[config.mk]
export PLATFORM = sky130hd
export DESIGN_NAME = mole_round_ctrl
export DESIGN_NICKNAME = d
export VERILOG_FILES = /design/src/rtl/mole_round_ctrl.sv
export SDC_FILE = /design/constraint.sdc
export NUM_CORES = 1
export LEC_CHECK = 0
export ABC_AREA = 1
export BUFFER_PORTS_ARGS = -buffer_cell sky130_fd_sc_hd__buf_2
export CORE_ASPECT_RATIO = 0.6
export CORE_MARGIN = 5
export CORE_UTILIZATION = 42
export CTS_CLUSTER_DIAMETER = 50
export DETAILED_ROUTE_END_ITERATION = 10
export PLACE_DENSITY = 0.69
export SLEW_MARGIN = 0
export SYNTH_ARGS = -nofsm -noshare
export SYNTH_HDL_FRONTEND = slang
export SYNTH_SLANG_ARGS = --single-unit
[constraint.sdc]
create_clock -name clk -period 2.1 [get_ports clk]
set_input_delay 0.21 -clock clk [delete_from_list [all_inputs] [get_ports clk]]
set_output_delay 0.21 -clock clk [all_outputs]
set_load 0.1 [all_outputs]
[src/rtl/mole_round_ctrl.sv]
// Whack-a-mole round controller: gap -> mole up -> hit/timeout, with score, misses and game over.
// Optional feature macro SPEEDUP_EN: each hit shortens the up window down to MIN_UP_TICKS.
module mole_round_ctrl #(
    parameter int unsigned UP_TICKS     = 750,
    parameter int unsigned GAP_TICKS    = 250,
    parameter int unsigned MAX_MISSES   = 3,
    parameter int unsigned MIN_UP_TICKS = 250,
    parameter int unsigned SPEEDUP_STEP = 50
) (
    input  logic        clk,
    input  logic        rst_n,
    input  logic        tick,
    input  logic        start,
    input  logic [15:0] whack,
    input  logic [15:0] mole_location,
    output logic [15:0] mole_onehot,
    output logic [7:0]  score,
    output logic [3:0]  misses,
    output logic        hit_pulse,
    output logic        miss_pulse,
    output logic        game_over
);

    localparam logic [1:0] ST_IDLE = 2'd0;
    localparam logic [1:0] ST_GAP  = 2'd1;
    localparam logic [1:0] ST_UP   = 2'd2;
    localparam logic [1:0] ST_OVER = 2'd3;

    localparam logic [15:0] GAP_LAST   = 16'(GAP_TICKS - 1);
    localparam logic [3:0]  MISS_LIMIT = 4'(MAX_MISSES);

    logic [1:0]  state_q, state_d;
    logic [15:0] timer_q, timer_d;
    logic [15:0] mole_q, mole_d;
    logic [15:0] last_loc_q, last_loc_d;
    logic [7:0]  score_q, score_d;
    logic [3:0]  misses_q, misses_d;
    logic        hit_pulse_q, hit_pulse_d;
    logic        miss_pulse_q, miss_pulse_d;
    logic        game_over_q, game_over_d;

    logic        gameStart;
    logic        hitEvent;
    logic        candOneHot;
    logic [15:0] candPick;
    logic [15:0] upLen;
    logic [15:0] upLast;

    assign gameStart = start && ((state_q == ST_IDLE) || (state_q == ST_OVER));
    assign hitEvent  = (state_q == ST_UP) && (|(whack & mole_q));
    assign upLast    = upLen - 16'd1;

`ifdef SPEEDUP_EN
    logic [15:0] up_len_q, up_len_d;
    logic [15:0] upLenShort;

    // Shrink by one step, clamped at the floor so the subtraction can never wrap.
    always_comb begin
        upLenShort = 16'(MIN_UP_TICKS);
        if ({1'b0, up_len_q} >= (17'(MIN_UP_TICKS) + 17'(SPEEDUP_STEP))) begin
            upLenShort = up_len_q - 16'(SPEEDUP_STEP);
        end
    end

    always_comb begin
        up_len_d = up_len_q;
        if (gameStart) begin
            up_len_d = 16'(UP_TICKS);
        end else if (hitEvent) begin
            up_len_d = upLenShort;
        end
    end

    always_ff @(posedge clk) begin
        if (!rst_n) begin
            up_len_q <= 16'(UP_TICKS);
        end else begin
            up_len_q <= up_len_d;
        end
    end

    assign upLen = up_len_q;
`else
    assign upLen = 16'(UP_TICKS);
`endif

    assign candOneHot = (mole_location != 16'd0) &&
                        ((mole_location & (mole_location - 16'd1)) == 16'd0);

    // A zero candidate falls back to hole 0; a rotated non-zero value stays non-zero.
    always_comb begin
        candPick = mole_location;
        if (mole_location == 16'd0) begin
            candPick = 16'h0001;
        end else if (!candOneHot || (mole_location == last_loc_q)) begin
            candPick = {mole_location[14:0], mole_location[15]};
        end
    end

    always_comb begin
        state_d      = state_q;
        timer_d      = timer_q;
        mole_d       = mole_q;
        last_loc_d   = last_loc_q;
        score_d      = score_q;
        misses_d     = misses_q;
        hit_pulse_d  = 1'b0;
        miss_pulse_d = 1'b0;
        game_over_d  = game_over_q;

        case (state_q)
            ST_IDLE: begin
                mole_d = 16'd0;
                if (gameStart) begin
                    score_d  = 8'd0;
                    misses_d = 4'd0;
                    timer_d  = 16'd0;
                    state_d  = ST_GAP;
                end
            end

            ST_GAP: begin
                mole_d = 16'd0;
                if (tick) begin
                    if (timer_q == GAP_LAST) begin
                        mole_d     = candPick;
                        last_loc_d = candPick;
                        timer_d    = 16'd0;
                        state_d    = ST_UP;
                    end else begin
                        timer_d = timer_q + 16'd1;
                    end
                end
            end

            // A hit on the timeout edge takes priority over the miss.
            ST_UP: begin
                if (hitEvent) begin
                    if (score_q != 8'hFF) begin
                        score_d = score_q + 8'd1;
                    end
                    hit_pulse_d = 1'b1;
                    mole_d      = 16'd0;
                    timer_d     = 16'd0;
                    state_d     = ST_GAP;
                end else if (tick) begin
                    if (timer_q == upLast) begin
                        misses_d     = misses_q + 4'd1;
                        miss_pulse_d = 1'b1;
                        mole_d       = 16'd0;
                        timer_d      = 16'd0;
                        if ((misses_q + 4'd1) == MISS_LIMIT) begin
                            game_over_d = 1'b1;
                            state_d     = ST_OVER;
                        end else begin
                            state_d = ST_GAP;
                        end
                    end else begin
                        timer_d = timer_q + 16'd1;
                    end
                end
            end

            ST_OVER: begin
                mole_d = 16'd0;
                if (gameStart) begin
                    game_over_d = 1'b0;
                    score_d     = 8'd0;
                    misses_d    = 4'd0;
                    timer_d     = 16'd0;
                    state_d     = ST_GAP;
                end
            end

            default: begin
                mole_d  = 16'd0;
                timer_d = 16'd0;
                state_d = ST_IDLE;
            end
        endcase
    end

    always_ff @(posedge clk) begin
        if (!rst_n) begin
            state_q      <= ST_IDLE;
            timer_q      <= 16'd0;
            mole_q       <= 16'd0;
            last_loc_q   <= 16'd0;
            score_q      <= 8'd0;
            misses_q     <= 4'd0;
            hit_pulse_q  <= 1'b0;
            miss_pulse_q <= 1'b0;
            game_over_q  <= 1'b0;
        end else begin
            state_q      <= state_d;
            timer_q      <= timer_d;
            mole_q       <= mole_d;
            last_loc_q   <= last_loc_d;
            score_q      <= score_d;
            misses_q     <= misses_d;
            hit_pulse_q  <= hit_pulse_d;
            miss_pulse_q <= miss_pulse_d;
            game_over_q  <= game_over_d;
        end
    end

    assign mole_onehot = mole_q;
    assign score       = score_q;
    assign misses      = misses_q;
    assign hit_pulse   = hit_pulse_q;
    assign miss_pulse  = miss_pulse_q;
    assign game_over   = game_over_q;

endmodule

==> metrics.txt, run 1 <==
overall fraction of global-route tracks in use=around a fifth; WL final=~12 mm; Leak=0.00218 uW; wire per inst=roughly 14 um; # port buffers=66; DRC=0; Inserted Clock Buffers=9; core area=about 9400 um2; setup ws final=~130 ps; clock period minus worst slack=just under 2000 ps; # H-tree levels=3; io pins=67; Initial Util=between 40% and 50%; Detailed Routing Iterations Pass 1=5; # diodes=0; Final Core Density=between 50% and 60%; endpoints failing setup=0; Cells after Synth=622; Die Ht=approximately 87 um; worst-margin pin slew=approximately 490 ps; Tightest Hold Check Type=input port to register; CP required=approximately 2400 ps; via/cell ratio=5.13; slowest stage cell, crit path=dfxtp_1; startpoint type of the worst setup path=register; vias in the first global route=3923; antenna violations before repair=0; Max Fclk=a little over 500 MHz; sequence of cells on the critical path=ha_2 -> inv_1 -> nor2_1 -> nand2_1 -> nand2_4 -> nor2_1 -> nand2_2 -> buf_12 -> nand3_1 -> nor2_1; Unique masters post-synth=39; # Max-Cap Violations=0; Layout Skew=approximately 7.7 ps; Synth area leader=dfxtp_1; Cell Area, Synth=4100 um2; syn avg cell area=~6.6 um2; Post-DP Area=4640 um2; Yosys warnings=0; Max stage delay on crit path=roughly 390 ps; leading post-synthesis cells by cell area=dfxtp_1, nand2_1, nor2_1, nand3_1, inv_1; crit path capture type=register; Nets=~750; first-pass GRT wire length=roughly 19 mm; Tcrit/Tclk final=between 90% and 100%; DRT iter0 DRCs=roughly 320; Multi-input gate area=roughly 2500 um2; clk buf depth=2; TritonCTS clock tree=done; Root Buffer=clkbuf_16; register area share after synthesis=a little under a third; Filler cells=~940; Placement Rows=27; critical path fanouts, max=10; die area=~12000 um2; ANT nets after route=0; vias after detailed routing=4282; crit path DAT=approximately 2200 ps; PwrDens=approximately 900 nW/um2; routability cong.=0.899; Post-Syn Nets=roughly 670; clk_lat worst skew=approximately 340 ps; top cell type's share of synthesized area=31.8%; dpl hpwl=9.00 mm; largest net degree at the start of global routing=26; setup slack at placement=-22.3 ps; Relative slew margins=between 60% and 70%; critical path class=register to register; Yosys reg bits=65; Register Area=1330 um2; CP most frequent cell=nor2_1; Layout Area Growth over Synthesis=21.6%; clk slew on worst S/H paths=roughly 60 ps; share of cells above drive strength 1=between 20% and 30%; Hold Violations, Final=0; outcome=completed; Die X=~140 um; Max Transition Viols Final=0; fin area=4980 um2; Worst VDD drop=roughly 670 uV; # clock sinks=65; Overflow after GRT=0
-- kinds of logic (layout without fill, tap and decap cells) --
logic type	after synthesis	count (layout)	share of synthesized area [%]
AND/OR/NAND/NOR	349	349	39.5
AO/OA/AOI/OAI	93	93	13.3
buffers and inverters	86	169	8.43
flip-flops	65	65	31.8
XOR/XNOR	20	20	4.27
adder cells (fa/ha/maj)	9	9	2.75
-- registers in the layout (all words and copies together), names as in the netlist, 2 cells and up --
signal	cells
timer_q	16
last_loc_q	16
state_q	2
score	8
misses	4
mole_onehot	16
-- per-layer routing --
| layer | track usage, % | vias up | routed length [um] |
|---|---|---|---|
| met5 | 0 | - | 0 |
| met4 | 5.53 | 0 | 123 |
| met3 | 5.16 | 11 | 799 |
| met2 | 27.4 | 144 | 4580 |
| met1 | 30.7 | 1956 | 6180 |
| li1 | - | 2171 | - |
-- placed cells by master, fill, tap and decap left out, types with 17 or more instances in the layout --
master   count
nand2_1    134
dfxtp_1     43
inv_1       63
nor2_1      91
xnor2_1     17
o21ai_0     26
nand3_1     63
buf_2       66
a21oi_1     36
dfxtp_2     22
-- critical path, delay by kind of cell, from the launching register on --
| family | cells | cell delay, ps |
|---|---|---|
| simple gates | 7 | 950 |
| flops | 1 | 390 |
| fa+ha+maj | 1 | 280 |
| buf+inv | 2 | 280 |
-- worst paths after layout --
path,startpoint,to,slack (ps),cells after the start
max,state_q[1],timer_q[7],130,10
min,rst_n,misses[1],220,3
max reg2reg,state_q[1],timer_q[7],130,10
min reg2reg,timer_q[14],timer_q[14],470,2
-- through the flow --
| stage | instances | hold slack, ps | TNS (ps) | power [uW] |
|---|---|---|---|---|
| 2_1_floorplan | 622 | 384 | 0 | 2410 |
| 3_3_place_gp | 818 | 458 | 0 | 2790 |
| 3_5_place_dp | 818 | 456 | -57.0 | 2820 |
| 4_1_cts | 834 | 205 | 0 | 4250 |
| 5_1_grt | 835 | 232 | -4.73 | 4590 |
| 6_report | 835 | 216 | 0 | 4360 |
-- repair_timing --
action	in CTS	in global routing
endpoints found under the hold margin	0	0
gates resized for setup	2	9
pin swaps	0	2
endpoints found under the setup margin	5	27
hold buffers	0	0
setup buffers	0	1
-- final cells by class --
cell class,count,area share [%]
Multi-Input combinational cell,471,49.9
Sequential cell,65,26.7
Timing Repair Buffer,80,8.99
Inverter,73,5.52
Clock buffer,9,4.52
Tap cell,130,3.26
Clock inverter,7,1.10
-- Yosys cell counts (all sizes together) --
| master | count |
|---|---|
| o21ai | 32 |
| clkbuf | 6 |
| a31o | 1 |
| a21o | 1 |
| and2 | 3 |
| or2 | 2 |
| a21oi | 47 |
| nor2 | 101 |
| xnor2 | 17 |
| nand3b | 1 |
| ha | 9 |
| buf | 7 |
| a211oi | 2 |
| nand3 | 67 |
| o21bai | 2 |
| nand2 | 151 |
| xor2 | 3 |
| nor4 | 4 |
| dfxtp | 65 |
| nor3 | 10 |
| o211ai | 2 |
| a22o | 6 |
| nand4 | 10 |
| inv | 72 |
| clkinv | 1 |
-- power breakdown --
part | internal, uW | total [uW] | leakage (uW) | switching (uW)
combinational | 483 | 1580 | 0.00151 | 1100
clock | 809 | 1410 | 0.000138 | 605
sequential | 1300 | 1360 | 0.000536 | 62.7
(Power assumes the default switching activity.)
==> run 2: changes to the inputs <==
--- a/config.mk
+++ b/config.mk
@@ -13,6 +13,7 @@
 export CTS_CLUSTER_DIAMETER = 50
 export DETAILED_ROUTE_END_ITERATION = 10
 export PLACE_DENSITY = 0.69
+export REMOVE_ABC_BUFFERS = 1
 export SLEW_MARGIN = 0
 export SYNTH_ARGS = -nofsm -noshare
 export SYNTH_HDL_FRONTEND = slang
==> run 2 against run 1 <==
Net effect:
- worst setup slack gained 13 ps
- maximum frequency grew 0.66%
- sequential cell count stayed put
- cell count is 0.72% higher
- clock-buffer cell count rose by 3
- die area unchanged
- wire length grew 0.12%
- first-iteration DRC count shrank 5.3%
- non-clock buffer count up 7
- highest routed layer unchanged
- critical path type unchanged
- global-route usage shrank 0.33 points
- via count is 2.2% higher
==> metrics.txt, run 2 (synthesis results as in run 1) <==
outcome=completed; crit path capture type=register; Die Ht=roughly 87 um; crit path launch=mole_onehot[15]; startpoint type of the worst setup path=register; most common cell after layout, fill and taps aside=nand2_1; Placement Rows=27; routability cong.=0.885; # H-tree levels=3; DRT iter0 DRCs=305; io pins=67; Layout Skew=roughly 6 ps; critical path fanouts, max=8; Leak=about 0.0022 uW; setup ws final=roughly 150 ps; # Max-Cap Violations=0; sequence of cells on the critical path=a22o_1 -> nor2_1 -> nand2_1 -> nor2_4 -> nand2_1 -> nand2_2 -> nor2_1 -> nand2_2 -> buf_4 -> nand3_1 -> a21oi_1; RR Startpoint=mole_onehot[15]; clk buf depth=2; antenna violations before repair=0; ANT nets after route=0; largest net degree at the start of global routing=21; Max stage delay on crit path=roughly 320 ps; endpoints failing setup=0; vias after detailed routing=between 4000 and 5000; # diodes=0; CP required=2360 ps; via/cell ratio=roughly 5.2; die area=11900 um2; Relative slew margins=between 60% and 70%; Setup TNS Final=0 ps; Root Buffer=clkbuf_16; Inserted Clock Buffers=9; wire per inst=13.9 um; overall fraction of global-route tracks in use=around a fifth; Layout Area Growth over Synthesis=21.2%; setup slack at placement=between 40 and 50 ps; Detailed Routing Iterations Pass 1=5; hold wc startpoint=rst_n; share of cells above drive strength 1=roughly 22%; clk_lat worst skew=340 ps; DRC=0; Worst VDD drop=around 700 uV; TritonCTS clock tree=done; Max Fclk=512 MHz; PwrDens=between 800 and 900 nW/um2; # port buffers=66; dpl hpwl=approximately 9 mm; hold slack=about 240 ps; Nets=752; Max Transition Viols Final=0; Initial Util=a little over two fifths; worst-margin pin slew=around 500 ps; clk slew on worst S/H paths=50 ps; vias in the first global route=about 3900; commonest non-fill, non-tap cells in the layout=nand2_1, nor2_1, buf_2; first-pass GRT wire length=18.8 mm; Overflow after GRT=0; Hold Violations, Final=0; WL final=11.7 mm; core area=about 9400 um2; Tightest Hold Check Type=input port to register; slowest stage cell, crit path=dfxtp_1; crit path DAT=~2200 ps; # clock sinks=65; clock period minus worst slack=slightly below 2000 ps; critical path class=register to register; Die X=138 um; Tcrit/Tclk final=93.1%
## run 2: area by class of cell
cell class | count | area [um2]
tap | 130 | 163
inverter | 73 | 275
fill | 952 | 4390
multi-input combinational | 471 | 2460
clock inverter | 3 | 17.5
clock buffer | 12 | 246
sequential | 65 | 1300
timing repair buffer | 87 | 500
## run 2: timing repair
action                                  4_1_cts  5_1_grt
hold endpoints to repair                      0        0
hold buffers                                  0        0
resized for setup                             0        5
endpoints found under the setup margin        0       30
buffers inserted                              0        3
## run 2: report_power, final
group          internal [uW]  total [uW]  switching, uW
sequential              1300        1370           72.6
combinational            492        1560           1060
clock                    820        1360            540
## run 2: path summary, 6_finish.rpt
kind / endpoint / slack [ps] / depth (start not counted)
worst min register to register: timer_q[14] / 470 / 2
worst max register to register: timer_q[13] / 150 / 11
worst max-delay path: timer_q[13] / 150 / 11
worst min-delay path: timer_q[10] / 240 / 3
## run 2: per-stage QoR
step	std cells	instance area, um2	power, uW	utilization [%]
4_1_cts	838	4930	4210	52.7
6_report	841	4960	4290	53.1
3_5_place_dp	823	4670	2850	49.9
3_3_place_gp	823	4670	2820	49.9
2_1_floorplan	609	4030	2380	-
5_1_grt	841	4960	4510	53.1
## run 2: per-layer routing
metal | part of all wire [%] | GRT usage (%)
met4 | 0.93 | 4.80
met3 | 7.4 | 4.81
met2 | 39 | 27.7
met5 | 0 | 0
met1 | 52 | 30.0
## run 2: critical path, delay by kind of cell, from the launching register on
kind,cells,cell delay (ps)
AOI/OAI and AO/OA,2,320
DFF,1,320
and+or+nand+nor,8,1080
buffers and inverters,1,160
==> run 3: changes to the inputs <==
--- a/config.mk
+++ b/config.mk
@@ -7,12 +7,14 @@
 export LEC_CHECK = 0
 export ABC_AREA = 1
 export BUFFER_PORTS_ARGS = -buffer_cell sky130_fd_sc_hd__buf_2
+export CELL_PAD_IN_SITES_DETAIL_PLACEMENT = 2
+export CELL_PAD_IN_SITES_GLOBAL_PLACEMENT = 2
 export CORE_ASPECT_RATIO = 0.6
 export CORE_MARGIN = 5
-export CORE_UTILIZATION = 42
+export CORE_UTILIZATION = 31
 export CTS_CLUSTER_DIAMETER = 50
 export DETAILED_ROUTE_END_ITERATION = 10
-export PLACE_DENSITY = 0.69
+export PLACE_DENSITY = 0.88
 export REMOVE_ABC_BUFFERS = 1
 export SLEW_MARGIN = 0
 export SYNTH_ARGS = -nofsm -noshare
==> run 3 against run 2 <==
Net effect:
- register-to-register slack got worse by 70 ps
- sequential cell count unchanged
- cell count increased by 5.5%
- hold slack improved by 83 ps
- highest routed layer unchanged
- first-iteration DRC count decreased by 51%
- clock power increased by 22%
- largest power group unchanged
- critical path depth decreased by 3
- wire length increased by 47%
==> metrics.txt, run 3 (synthesis results as in run 1) <==
hold_buf cts=0; clk slew on worst S/H paths=approximately 60 ps; outcome=completed; Max Fclk=494 MHz; critical path fanouts, max=7; Nets=between 700 and 800; crit path DAT=2250 ps; # Max-Cap Violations=0; clk_lat worst skew=340 ps; RR Startpoint=timer_q[9]; DRT iter0 DRCs=150; first-pass GRT wire length=27.8 mm; vias after detailed routing=between 4000 and 5000; DRC=0; via/cell ratio=approximately 5.2; Hold Violations, Final=0; antenna violations before repair=0; die area=~16000 um2; overall fraction of global-route tracks in use=between 20% and 30%; Leak=~0.0023 uW; most common cell after layout, fill and taps aside=nand2_1; Final Core Density=approximately 40%; wire per inst=just under 20 um; CP required=approximately 2300 ps; # clock sinks=65; core area=~13000 um2; clk buf depth=2; largest net degree at the start of global routing=31; Initial Util=about a third; Placement Rows=32; commonest non-fill, non-tap cells in the layout=nand2_1, nor2_1, buf_2; PwrDens=924 nW/um2; R2R cell count=8; Reg2Reg Capture Point=misses[0]; Layout Area Growth over Synthesis=27.2%; worst hold stages=3; startpoint type of the worst setup path=register; Max Transition Viols Final=0; Root Buffer=clkbuf_16; Die Ht=between 90 and 100 um; # port buffers=66; # H-tree levels=3; hold wc startpoint=tick; Tightest Hold Check Type=input port to register; TritonCTS clock tree=done; crit path capture type=register; hold slack=~330 ps; Inserted Clock Buffers=9; Worst VDD drop=between 600 and 700 uV; WL final=roughly 17 mm; Layout Skew=~12 ps; Relative slew margins=60.0%; Hold Path End=miss_pulse; dpl hpwl=13.0 mm; routability cong.=approximately 0.81; Tcrit/Tclk final=a little over nine tenths; endpoints failing setup=0; clock period minus worst slack=2020 ps; # diodes=0; io pins=67; worst-margin pin slew=around 600 ps; ANT nets after route=0; reg2reg setup slack=approximately 76 ps; Overflow after GRT=0; Detailed Routing Iterations Pass 1=4; share of cells above drive strength 1=25.2%; critical path class=register to register; Die X=approximately 160 um; vias in the first global route=just over 5000
[run 3: cell types whose count changed in the layout (fill, tap and decap cells not counted), sizes merged]
| cell | before | now |
|---|---|---|
| clkbuf | 12 | 11 |
| clkinvlp | 1 | 0 |
| buf | 87 | 92 |
| clkinv | 4 | 5 |
| bufinv | 0 | 2 |
[run 3: critical path, cell delays in order, from the launching register on]
cell,delay [ps]
dfxtp_1,530
nand3_1,210
nor4_4,340
buf_4,180
nor2_2,60
nor3_4,310
inv_2,100
a21oi_1,150
nor2_1,50
[run 3: stage by stage]
step	power, uW	cell area [um2]	setup WS [ps]	TNS [ps]	std cells
after floorplan	2380	4030	-344	-3680	609
after global placement	2880	4760	-33.6	-33.6	867
after detailed placement	2990	4760	-172	-567	867
after CTS	4700	5110	18.5	0	883
after global routing	5060	5210	-6.43	-6.43	887
final	4820	5210	75.6	0	887
[run 3: worst max-delay path by stage]
stage	start	endpoint
3_3_place_gp	mole_location[5]	last_loc_q[0]
4_1_cts	state_q[0]	timer_q[9]
3_5_place_dp	mole_location[5]	last_loc_q[0]
6_report	timer_q[9]	misses[0]
5_1_grt	mole_location[7]	last_loc_q[0]
2_1_floorplan	score[0]	score[4]
[run 3: layout make-up]
class	count	area [um2]
Clock buffer	11	243
Clock inverter	5	78.8
Fill cell	1572	7680
Inverter	73	282
Multi-Input combinational cell	471	2540
Sequential cell	65	1310
Tap cell	170	213
Timing Repair Buffer	92	554
[run 3: repair_timing]
action,in CTS,in global routing
setup buffers,0,4
endpoints found under the setup margin,10,61
pin swaps,2,5
gates resized for setup,8,25
[run 3: routing by layer]
metal | track usage, % | wire (um)
met5 | 0 | 0
met4 | 2.88 | 78
met2 | 37.6 | 8040
met3 | 3.77 | 762
met1 | 30.6 | 8310
[run 3: power breakdown]
| part | total [uW] | switching (uW) | internal [uW] |
|---|---|---|---|
| Clock | 1660 | 588 | 1070 |
| Combinational | 1780 | 1250 | 523 |
| Sequential | 1380 | 78.2 | 1300 |
| Total | 4820 | 1920 | 2900 |
